**src/rtl/riscv_run_pkg.sv**
```systemverilog
// Shared types for the RISC-V run controller: FSM states, run modes, stop causes.
// Latency: n/a (types and constants only).
// Backpressure: n/a.
package riscv_run_pkg;

  typedef enum logic [2:0] {
    ST_IDLE       = 3'd0,
    ST_RESET_HOLD = 3'd1,
    ST_RUN        = 3'd2,
    ST_STEP_WAIT  = 3'd3,
    ST_DONE       = 3'd4
  } run_state_e;

  typedef enum logic [1:0] {
    MODE_FREE  = 2'd0,
    MODE_LIMIT = 2'd1,
    MODE_STEP  = 2'd2,
    MODE_RSVD  = 2'd3
  } run_mode_e;

  typedef enum logic [2:0] {
    CAUSE_NONE   = 3'd0,
    CAUSE_EBREAK = 3'd1,
    CAUSE_HALT   = 3'd2,
    CAUSE_STALL  = 3'd3,
    CAUSE_LIMIT  = 3'd4,
    CAUSE_SAT    = 3'd5
  } done_cause_e;

  localparam logic [31:0] EBREAK_INSN = 32'h0010_0073;

  // The reserved mode code behaves exactly like free-run, so fold it at latch time.
  function automatic run_mode_e norm_mode(input logic [1:0] m);
    return (m == MODE_RSVD) ? MODE_FREE : run_mode_e'(m);
  endfunction

endpackage

```
**src/rtl/riscv_run_ctrl_if.sv**
```systemverilog
// Bundle between the run controller, its host (start/mode/step/status) and the core (pc/instr/reset/ce).
// Latency: n/a (wiring only).
// Backpressure: none; step is a level, start a 1-cycle pulse.
// Ports: master = controller side (drives core_reset/core_ce/status), slave = host/core side.
interface riscv_run_ctrl_if #(
  parameter int XLEN  = 32,
  parameter int CNT_W = 32
);
  logic             start;
  logic [1:0]       mode;
  logic             step;
  logic [CNT_W-1:0] run_limit;
  logic [XLEN-1:0]  halt_addr;
  logic [XLEN-1:0]  pc;
  logic [31:0]      instr;
  logic             core_reset;
  logic             core_ce;
  logic             busy;
  logic             done;
  logic [2:0]       done_cause;
  logic [CNT_W-1:0] cycle_count;

  modport master (
    input  start, mode, step, run_limit, halt_addr, pc, instr,
    output core_reset, core_ce, busy, done, done_cause, cycle_count
  );

  modport slave (
    output start, mode, step, run_limit, halt_addr, pc, instr,
    input  core_reset, core_ce, busy, done, done_cause, cycle_count
  );
endinterface

```
**src/rtl/riscv_stall_detect.sv**
```systemverilog
// Flags a self-loop: STALL_LIM consecutive enabled cycles whose PC equals the previous enabled PC.
// Latency: stall is registered state, visible the cycle after the qualifying enabled cycle.
// Backpressure: none; only advances on en.
// Ports: clk, reset (sync, active-high), clr (per-run clear), en (core committed), pc, stall (out).
module riscv_stall_detect #(
  parameter int XLEN      = 32,
  parameter int STALL_LIM = 16
) (
  input  logic            clk,
  input  logic            reset,
  input  logic            clr,
  input  logic            en,
  input  logic [XLEN-1:0] pc,
  output logic            stall
);

  localparam int SC_W = $clog2(STALL_LIM + 1);

  logic [XLEN-1:0] pc_prev;
  logic [SC_W-1:0] stall_cnt;

  always_ff @(posedge clk) begin
    if (reset || clr) begin
      pc_prev   <= '0;
      stall_cnt <= '0;
    end else if (en) begin
      pc_prev <= pc;
      if (pc == pc_prev) begin
        // Hold at the limit; the controller stops enabling once stall is set anyway.
        if (stall_cnt != SC_W'(STALL_LIM))
          stall_cnt <= stall_cnt + SC_W'(1);
      end else begin
        stall_cnt <= '0;
      end
    end
  end

  assign stall = (stall_cnt >= SC_W'(STALL_LIM));

endmodule

```
**src/rtl/riscv_run_ctrl.sv**
```systemverilog
// Run controller: holds the core in reset, then clock-enables it in free-run, cycle-limited or single-step mode until a stop condition.
// Latency: core_ce is combinational from pc/instr (stopping instruction never commits); all other outputs registered.
// Backpressure: start ignored while busy; step grants one cycle per rising edge.
// Ports: clk, reset (sync, active-high), bus (riscv_run_ctrl_if.master: host controls/status and core pc/instr/reset/ce).
module riscv_run_ctrl
  import riscv_run_pkg::*;
#(
  parameter int RST_CYCLES = 50,
  parameter int XLEN       = 32,
  parameter int CNT_W      = 32,
  parameter int STALL_LIM  = 16
) (
  input  logic              clk,
  input  logic              reset,
  riscv_run_ctrl_if.master  bus
);

  localparam int HOLD_W = $clog2(RST_CYCLES + 1);

  run_state_e       state_q, state_d;
  run_mode_e        mode_q;
  logic [CNT_W-1:0] limit_q;
  logic [XLEN-1:0]  halt_q;
  logic [CNT_W-1:0] cnt_q;
  logic [HOLD_W-1:0] hold_q;
  done_cause_e      cause_q;
  done_cause_e      stop_cause;
  logic             step_q;
  logic             core_reset_q;
  logic             busy_q;
  logic             done_q;

  logic             stall;
  logic             stop;
  logic             step_rise;
  logic             hold_last;
  logic             ce;
  logic             launch;
  logic             latch_cause;

  assign step_rise = bus.step & ~step_q;
  assign hold_last = (hold_q == HOLD_W'(RST_CYCLES - 1));

  riscv_stall_detect #(
    .XLEN      (XLEN),
    .STALL_LIM (STALL_LIM)
  ) u_stall (
    .clk   (clk),
    .reset (reset),
    .clr   (launch),
    .en    (ce),
    .pc    (bus.pc),
    .stall (stall)
  );

  // Stop evaluation on the instruction currently presented; first match wins.
  always_comb begin
    stop_cause = CAUSE_NONE;
    if (bus.instr == EBREAK_INSN)
      stop_cause = CAUSE_EBREAK;
    else if (bus.pc == halt_q)
      stop_cause = CAUSE_HALT;
    else if (stall)
      stop_cause = CAUSE_STALL;
    else if ((mode_q == MODE_LIMIT) && (cnt_q == limit_q))
      stop_cause = CAUSE_LIMIT;
    else if (cnt_q == '1)
      stop_cause = CAUSE_SAT;
  end

  assign stop = (stop_cause != CAUSE_NONE);

  always_comb begin
    state_d     = state_q;
    ce          = 1'b0;
    launch      = 1'b0;
    latch_cause = 1'b0;
    case (state_q)
      ST_IDLE: begin
        if (bus.start) begin
          launch  = 1'b1;
          state_d = ST_RESET_HOLD;
        end
      end
      ST_RESET_HOLD: begin
        if (hold_last)
          state_d = (mode_q == MODE_STEP) ? ST_STEP_WAIT : ST_RUN;
      end
      ST_RUN: begin
        if (stop) begin
          latch_cause = 1'b1;
          state_d     = ST_DONE;
        end else begin
          ce = 1'b1;
        end
      end
      ST_STEP_WAIT: begin
        // Stop is only acted on when a step is requested.
        if (step_rise) begin
          if (stop) begin
            latch_cause = 1'b1;
            state_d     = ST_DONE;
          end else begin
            ce = 1'b1;
          end
        end
      end
      ST_DONE: begin
        if (bus.start) begin
          launch  = 1'b1;
          state_d = ST_RESET_HOLD;
        end
      end
      default: state_d = ST_IDLE;
    endcase
  end

  always_ff @(posedge clk) begin
    if (reset) begin
      state_q      <= ST_IDLE;
      mode_q       <= MODE_FREE;
      limit_q      <= '0;
      halt_q       <= '0;
      cnt_q        <= '0;
      hold_q       <= '0;
      cause_q      <= CAUSE_NONE;
      step_q       <= 1'b0;
      core_reset_q <= 1'b1;
      busy_q       <= 1'b0;
      done_q       <= 1'b0;
    end else begin
      state_q <= state_d;
      // Edge detector runs in every state so an edge seen during reset hold is consumed there.
      step_q  <= bus.step;

      if (launch) begin
        mode_q  <= norm_mode(bus.mode);
        limit_q <= bus.run_limit;
        halt_q  <= bus.halt_addr;
        cnt_q   <= '0;
        cause_q <= CAUSE_NONE;
        hold_q  <= '0;
      end else begin
        if ((state_q == ST_RESET_HOLD) && !hold_last)
          hold_q <= hold_q + HOLD_W'(1);
        // Saturation is a stop cause, so ce is never high at all-ones.
        if (ce)
          cnt_q <= cnt_q + CNT_W'(1);
        if (latch_cause)
          cause_q <= stop_cause;
      end

      core_reset_q <= (state_d == ST_IDLE) || (state_d == ST_RESET_HOLD);
      busy_q       <= (state_d == ST_RESET_HOLD) || (state_d == ST_RUN) ||
                      (state_d == ST_STEP_WAIT);
      done_q       <= (state_d == ST_DONE);
    end
  end

  assign bus.core_reset  = core_reset_q;
  assign bus.core_ce     = ce;
  assign bus.busy        = busy_q;
  assign bus.done        = done_q;
  assign bus.done_cause  = cause_q;
  assign bus.cycle_count = cnt_q;

endmodule
```
**src/flat_wrapper.sv**
```systemverilog
// flat-port wrapper written by rule: the top's interface ports become plain ports
module riscv_run_ctrl_flat import riscv_run_pkg::*;
#(
  parameter int RST_CYCLES = 50,
  parameter int XLEN       = 32,
  parameter int CNT_W      = 32,
  parameter int STALL_LIM  = 16
)
  (clk, reset, bus_start, bus_mode, bus_step, bus_run_limit, bus_halt_addr, bus_pc, bus_instr, bus_core_reset, bus_core_ce, bus_busy, bus_done, bus_done_cause, bus_cycle_count);
  riscv_run_ctrl_if #(.XLEN(XLEN), .CNT_W(CNT_W)) bus_i ();
  input  logic clk;
  input  logic reset;
  input wire logic [$bits(bus_i.start)-1:0] bus_start;
  input wire logic [$bits(bus_i.mode)-1:0] bus_mode;
  input wire logic [$bits(bus_i.step)-1:0] bus_step;
  input wire logic [$bits(bus_i.run_limit)-1:0] bus_run_limit;
  input wire logic [$bits(bus_i.halt_addr)-1:0] bus_halt_addr;
  input wire logic [$bits(bus_i.pc)-1:0] bus_pc;
  input wire logic [$bits(bus_i.instr)-1:0] bus_instr;
  output wire logic [$bits(bus_i.core_reset)-1:0] bus_core_reset;
  output wire logic [$bits(bus_i.core_ce)-1:0] bus_core_ce;
  output wire logic [$bits(bus_i.busy)-1:0] bus_busy;
  output wire logic [$bits(bus_i.done)-1:0] bus_done;
  output wire logic [$bits(bus_i.done_cause)-1:0] bus_done_cause;
  output wire logic [$bits(bus_i.cycle_count)-1:0] bus_cycle_count;
  assign bus_i.start = bus_start;
  assign bus_i.mode = bus_mode;
  assign bus_i.step = bus_step;
  assign bus_i.run_limit = bus_run_limit;
  assign bus_i.halt_addr = bus_halt_addr;
  assign bus_i.pc = bus_pc;
  assign bus_i.instr = bus_instr;
  assign bus_core_reset = bus_i.core_reset;
  assign bus_core_ce = bus_i.core_ce;
  assign bus_busy = bus_i.busy;
  assign bus_done = bus_i.done;
  assign bus_done_cause = bus_i.done_cause;
  assign bus_cycle_count = bus_i.cycle_count;
  riscv_run_ctrl #(.RST_CYCLES(RST_CYCLES), .XLEN(XLEN), .CNT_W(CNT_W), .STALL_LIM(STALL_LIM)) u_core (.clk(clk), .reset(reset), .bus(bus_i));
endmodule
```
**config.mk**
```make
export PLATFORM = sky130hd
export DESIGN_NAME = riscv_run_ctrl_flat
export DESIGN_NICKNAME = d
export VERILOG_FILES = /design/src/rtl/riscv_run_pkg.sv /design/src/rtl/riscv_run_ctrl_if.sv /design/src/rtl/riscv_stall_detect.sv /design/src/rtl/riscv_run_ctrl.sv /design/src/flat_wrapper.sv
export SDC_FILE = /design/constraint.sdc
export NUM_CORES = 1
export LEC_CHECK = 0
export ABC_CLOCK_PERIOD_IN_PS = 5600
export BUFFER_PORTS_ARGS = -buffer_cell sky130_fd_sc_hd__buf_4
export CAP_MARGIN = 0
export CORE_ASPECT_RATIO = 1.2
export CORE_UTILIZATION = 47
export DETAILED_ROUTE_END_ITERATION = 7
export PLACE_DENSITY = 0.81
export SLEW_MARGIN = 20
export SYNTH_ARGS = -nofsm -noshare
export SYNTH_HDL_FRONTEND = slang
export SYNTH_SLANG_ARGS = --single-unit
```
**constraint.sdc**
```tcl
create_clock -name clk -period 5.6 [get_ports clk]
set_input_delay 0.28 -clock clk [delete_from_list [all_inputs] [get_ports clk]]
set_output_delay 0.28 -clock clk [all_outputs]
set_load 0.01 [all_outputs]
```
[Word level (Yosys, flattened, before mapping)]
Cells that the tools add are included.
Operators by class
  add/sub/neg operators: 3
  $lt $le $gt $ge: 1
  equal/unequal tests: 19
  mux-type cells: 22
  bitwise logic cells: 2
  reduce and logical (&&, ||, !) cells: 13
Operator list (count)
  $eq 32x32->1: 3
  $add 32x1->32 const B: 1
  $eq 32x21->1 const B: 1
  $eq 32x32->1 const B: 1
  $mux 3: 9
  $eq 3x2->1 const B: 4
  $pmux 3 s4: 1
  $mux 5: 2
  $mux 1: 7
  $add 6x1->6 const B: 1
  $eq 3x1->1 const B: 2
  $eq 3x3->1 const B: 2
  $eq 6x6->1 const B: 1
  $logic_not 3->1: 2
  $add 5x1->5 const B: 1
  $ge 5x5->1 const B: 1
  $ne 5x5->1 const B: 1
  $eq 2x2->1 const B: 2
  $logic_or 1x1->1: 4
  $pmux 1 s2: 2
  $reduce_or 2->1: 2
  $reduce_bool 3->1: 1
  $eq 2x1->1 const B: 1
  $logic_and 1x1->1: 2
  6 further kinds: 6
Storage, ports and cells
  register bits after elaboration: 151
  input bits: 134
  output and inout port bits: 39
  word-level logic and storage cells: 73

[Depth between registers and ports, before layout]
  word-level depth: 13
  mapped depth: 10
  mapped depth without buffers: 7

[By module]
A second synthesis with hierarchy kept.
Second synthesis, totals
  cell total of the unflattened synthesis: 862
  area, all modules: 7274.5 sq um
By module, submodules not included
  riscv_run_ctrl: times used 1, cells an instance 674, area an instance 5464.0 sq um, seq. area each 2282.2 sq um
  riscv_stall_detect: times used 1, cells an instance 188, area an instance 1810.5 sq um, seq. area each 740.7 sq um

[Worst setup path after synthesis]
OpenSTA, ideal clock, no wires.
  kind: flip-flop to flip-flop
  from: register u_core.cnt_q[8], in the netlist u_core.bus.cycle_count[8]
  to: register u_core.cnt_q[2], in the netlist u_core.bus.cycle_count[2]
  library setup time: 0.116 ns
  arrival: 2.008 ns
  data required time: 5.484 ns
  path slack: 3.476 ns
  stages on the path, launching flop included: 9
  path buffers: 2
  period minus slack after synthesis: 2.124 ns
  cell sequence: dfxtp_1 > nand4_2 > nor4_4 > and4_4 > a31o_4 > buf_6 > buf_6 > nor2_1 > a31o_2
On the way
  cells in the longest elaborated chain, start to end: 10
  elaborated cells on any way between the ends: 12
  classes of those cells: 2 x eq/ne; 8 x mux; 2 x reduce/logical
Ends and longest elaborated chain
  start, declared: line riscv_run_ctrl.sv:24  | logic [CNT_W-1:0] cnt_q;
  start signal, assigned: line riscv_run_ctrl.sv:148  | cnt_q <= cnt_q + CNT_W'(1);
  $eq 32x32->1, on equally long branches: line riscv_run_ctrl.sv:67, riscv_run_ctrl.sv:65
  $mux 3 or $logic_and 1x1->1 (tied branches): line riscv_run_ctrl.sv:67, riscv_run_ctrl.sv:65
  $mux 3 (*): line riscv_run_ctrl.sv:65  | else if ((mode_q == MODE_LIMIT) && (cnt_q == limit_q))
  $mux 3 (*): line riscv_run_ctrl.sv:63  | else if (stall)
  $mux 3 (*): line riscv_run_ctrl.sv:61  | else if (bus.pc == halt_q)
  $mux 3 (*): line riscv_run_ctrl.sv:59  | if (bus.instr == EBREAK_INSN)
  $reduce_bool 3->1 (*): line riscv_run_ctrl.sv:71  | assign stop = (stop_cause != CAUSE_NONE);
  $mux 1 (*): line riscv_run_ctrl.sv:90, riscv_run_ctrl.sv:100
  $mux 1: line riscv_run_ctrl.sv:99  | if (step_rise) begin
  $pmux 1 s2 (*): line riscv_run_ctrl.sv:78  | case (state_q)
  via bus_core_ce: line flat_wrapper.sv:21  | output wire logic [$bits(bus_i.core_ce)-1:0] bus_core_ce;
Mark *: on every way through the listed nets, which the timed path passes. The rest lies on a longest branch.
A chain may end at the register's enable or synchronous reset.

[Worst setup path in the final report]
  from: register u_core.cnt_q[2], in the netlist u_core.bus.cycle_count[2]
  to: output port bus_core_ce
On the way
  cells in the longest elaborated chain, start to end: 10
  elaborated cells on any way between the ends: 12
  classes of those cells: 2 x eq/ne; 8 x mux; 2 x reduce/logical
Ends and longest elaborated chain (line)
  $eq 32x32->1, on equally long branches: riscv_run_ctrl.sv:67, riscv_run_ctrl.sv:65
  $mux 3 or $logic_and 1x1->1 (tied branches): riscv_run_ctrl.sv:67, riscv_run_ctrl.sv:65
  $mux 3 (*): riscv_run_ctrl.sv:65
  $mux 3 (*): riscv_run_ctrl.sv:63
  $mux 3 (*): riscv_run_ctrl.sv:61
  $mux 3 (*): riscv_run_ctrl.sv:59
  $reduce_bool 3->1 (*): riscv_run_ctrl.sv:71
  $mux 1 (*): riscv_run_ctrl.sv:90, riscv_run_ctrl.sv:100
  $mux 1: riscv_run_ctrl.sv:99
  $pmux 1 s2 (*): riscv_run_ctrl.sv:78
  end, declared: flat_wrapper.sv:21
Every way passes the cells marked *; elsewhere a longest branch is shown, timed or not.

==> flow_metrics.py <==
metrics = {
    "route": {
        "drt-total-wl_um": 22040,
        "final_antenna_net_count": 0,
        "num_vias": 7393,
        "drc": 0,
        "dr.first_iter.drc_count": 603,
        "vias_per_cell": 5.780,
        "drt_pass1_iterations": 5,
        "drt-wirelength-per-cell_um": 17.23,
    },
    "cts": {
        "cts_setup_buffers": 0,
        "ctsHtreeMaxLevel": 4,
        "cts_max_path_buffers": 2,
        "cts_resized": 0,
        "clock_sinks": 151,
        "worstSkewPairLatency_ns": 0.44,
        "cts_tree": "done",
        "hold_buffers": 0,
        "path_clk_slew_ns": 0.06,
        "numCtsBuffers": 17,
        "cts_root_buffer": "clkbuf_16",
    },
    "synth": {
        "synth.area.mux_share": 0.01331,
        "synthTopCellsByArea": "dfxtp_1 40%, nand2_1 8.2%, a21oi_1 8.2%",
        "synth_seq_cells": 151,
        "yosys.area.top_type_share": 0.4019,
        "yosys.area.top_type": "dfxtp_1",
        "syn_nets": 1063,
        "avgSynthCellArea_sq_um": 8.140,
        "synth_compound_area_frac": 0.1584,
        "synth_edf_count": 0,
        "ys_seq_area_frac": 0.4019,
        "synth_top_family_by_area": "simple AND/OR/NAND/NOR gates",
        "syn_area_sq_um": 7521,
        "async_reset_ff_frac": 0,
        "yosysWarnings": 0,
        "ys_types": 54,
        "synthAdderAreaFrac": 0.008318,
        "synthSimpleGateAreaFrac": 0.2562,
        "synthFlopType": "dfxtp_1",
        "synthCells": 924,
        "synthXorXnorAreaFrac": 0.1165,
    },
    "run_status": {
        "status": "finished, final reports clean",
    },
    "critical_path": {
        "critPathRequiredTime_ns": 5.32,
        "r2r-start": "u_core.bus.cycle_count[2]",
        "r2r_slack_ns": 2.40,
        "critPathBufInv": 1,
        "crit_fanout": 83,
        "r2r_end": "u_core.bus.cycle_count[2]",
        "cp.depth": 6,
        "crit_family": "simple AND/OR/NAND/NOR gates",
        "crit_chain": "xnor2_1, nand4_1, nor4_1, a31o_4, nor2_1, buf_4",
        "worstSetupPathType": "register to primary output",
        "cp_data_arrival_time_ns": 3.45,
        "worstSetupStartpointType": "register",
        "r2r_cells": 6,
        "cpPeakStageDelay_ns": 0.84,
        "cpMaxStageDelayCell": "a31o_4",
        "endpoint_kind": "primary output",
    },
    "final_layout": {
        "antenna_cells": 0,
        "n_fill_cell": 1416,
        "final_common_cell": "buf_4",
        "multi_input_area_sq_um": 4192,
        "seq_area_sq_um": 3023,
        "layout_common_cells": "180 x buf_4, 164 x nand2_1, 151 x dfxtp_1",
        "final_nets": 1197,
        "syn_to_final_growth_pct": 25.47,
        "drive_gt1_frac": 0.2129,
        "postLayoutCoreUtil": 0.6034,
    },
    "placed_design": {
        "dp_hpwl_um": 15400,
        "dp_slack_ns": 2.236,
        "place_congestion": 0.9103,
        "io_buffers": 172,
    },
    "grt": {
        "overflow": 0,
        "track_usage": 0.2677,
        "grt_max_degree": 85,
        "grt_pass1_wl_um": 35130,
        "antenna_found_initial": 0,
        "grt_pass1_vias": 7006,
    },
    "power": {
        "leakagePower_nw": 3.520,
        "vdd_drop_max_v": 0.0002075,
        "power_w": 0.002543,
        "powerDensity_nw_per_um2": 269.5,
    },
    "timing": {
        "relSlewSlack": 0.3609,
        "finalSetupTns_ns": 0,
        "worstMarginPinSlew_ns": 0.9498,
        "setup_violations": 0,
        "fin_crit_ns": 3.728,
        "fmaxAchievable_mhz": 268.2,
        "drv_slew": 0,
        "hold_viol_final": 0,
        "period_share": 0.6658,
        "grt_setup_unrepaired": "false",
        "fin_ws_ns": 1.872,
        "fin_skew_ns": 0.01527,
    },
    "floorplan": {
        "core_area_sq_um": 15640,
        "start_util": 0.4809,
        "io_pins": 173,
        "dieWidth_um": 117.5,
        "dieArea_sq_um": 16510,
        "row_count": 50,
        "die_h_um": 140.6,
    },
    "min_path": {
        "worstHoldPathType": "input port to register",
        "hold-path-cell-count": 2,
        "min-delay-start": "bus_step",
        "min_to": "u_core.step_q",
    },
    "run": {
        "drv_cap": 0,
    },
}
==> flip-flops by register name, summed over array words and instances (netlist names), 3 cells and up <==
name and count:
u_core.bus.cycle_count 32, u_core.halt_q 32, u_core.limit_q 32, u_core.u_stall.pc_prev 32
u_core.hold_q 6, u_core.u_stall.stall_cnt 5, u_core.bus.done_cause 3, u_core.state_q 3
==> cell type report <==
class | instances | share of cell area
clock buffer | 21 | 0.04879
clock inverter | 11 | 0.01313
inverter | 7 | 0.002784
multi-input combinational | 701 | 0.4442
sequential | 151 | 0.3203
tap | 208 | 0.02758
timing repair buffer | 180 | 0.1432
==> power by group <==
group / leakage (nW) / switching (W) / internal, W / total, W
Combinational: 2.01 / 0.000140 / 0.000131 / 0.000271
Clock: 0.279 / 0.000459 / 0.000679 / 0.00114
Sequential: 1.23 / 0.0000275 / 0.00111 / 0.00113
Total: 3.52 / 0.000626 / 0.00192 / 0.00254
==> synthesized netlist by cell type, types with 2 or more instances <==
cell type	count
a211oi_1	4
a21oi_1	123
a311oi_1	2
a31o_2	5
a31oi_1	6
and2_1	3
and3_1	10
and4_1	8
buf_1	3
buf_2	7
buf_4	5
buf_6	4
clkbuf_1	43
clkbuf_2	2
dfxtp_1	151
ha_1	5
inv_1	7
mux2i_1	10
nand2_1	165
nand2b_1	3
nand3_1	45
nand3b_1	5
nand4_1	42
nand4b_1	2
nor2_1	21
nor2b_1	2
nor3_1	12
nor4_1	19
nor4_2	3
nor4b_1	3
o21ai_0	40
o22ai_1	2
o311ai_0	3
o31ai_1	14
or3_1	15
or4_1	14
xnor2_1	64
xor2_1	36
==> worst max path at each step <==
stage	start	slack (ns)	end
after floorplan	u_core.bus.cycle_count[8]	3.48	u_core.bus.cycle_count[2]
after global placement	bus_instr[16]	2.26	bus_core_ce
after detailed placement	bus_instr[17]	2.24	bus_core_ce
after CTS	u_core.bus.cycle_count[2]	1.95	bus_core_ce
after global routing	u_core.bus.cycle_count[2]	1.66	bus_core_ce
final	u_core.bus.cycle_count[2]	1.87	bus_core_ce
==> stage by stage <==
step	area [sq um]	hold WS [ns]	std cells
6_report	9437	0.08464	1279
3_5_place_dp	8852	0.4600	1247
3_3_place_gp	8852	0.4540	1247
4_1_cts	9437	0.07226	1279
2_1_floorplan	7521	0.4082	924
5_1_grt	9437	0.08018	1279
==> kinds of logic after synthesis <==
kind of cell,count (synthesis)
adders and majority gates,5
muxes,10
xor gates and xnor gates,100
AOI/OAI and AO/OA,209
buffers and inverters,72
DFF,151
and+or+nand+nor,377
==> metal layers <==
metal | global-route usage | up-vias | part of all wire
met2 | 0.4491 | 275 | 0.49
met1 | 0.3122 | 3483 | 0.39
met3 | 0.05461 | 69 | 0.066
met5 | 0 | - | 0
li1 | - | 3566 | -
met4 | 0.1721 | 0 | 0.050
Note: power is estimated with default switching activity, not from simulation.
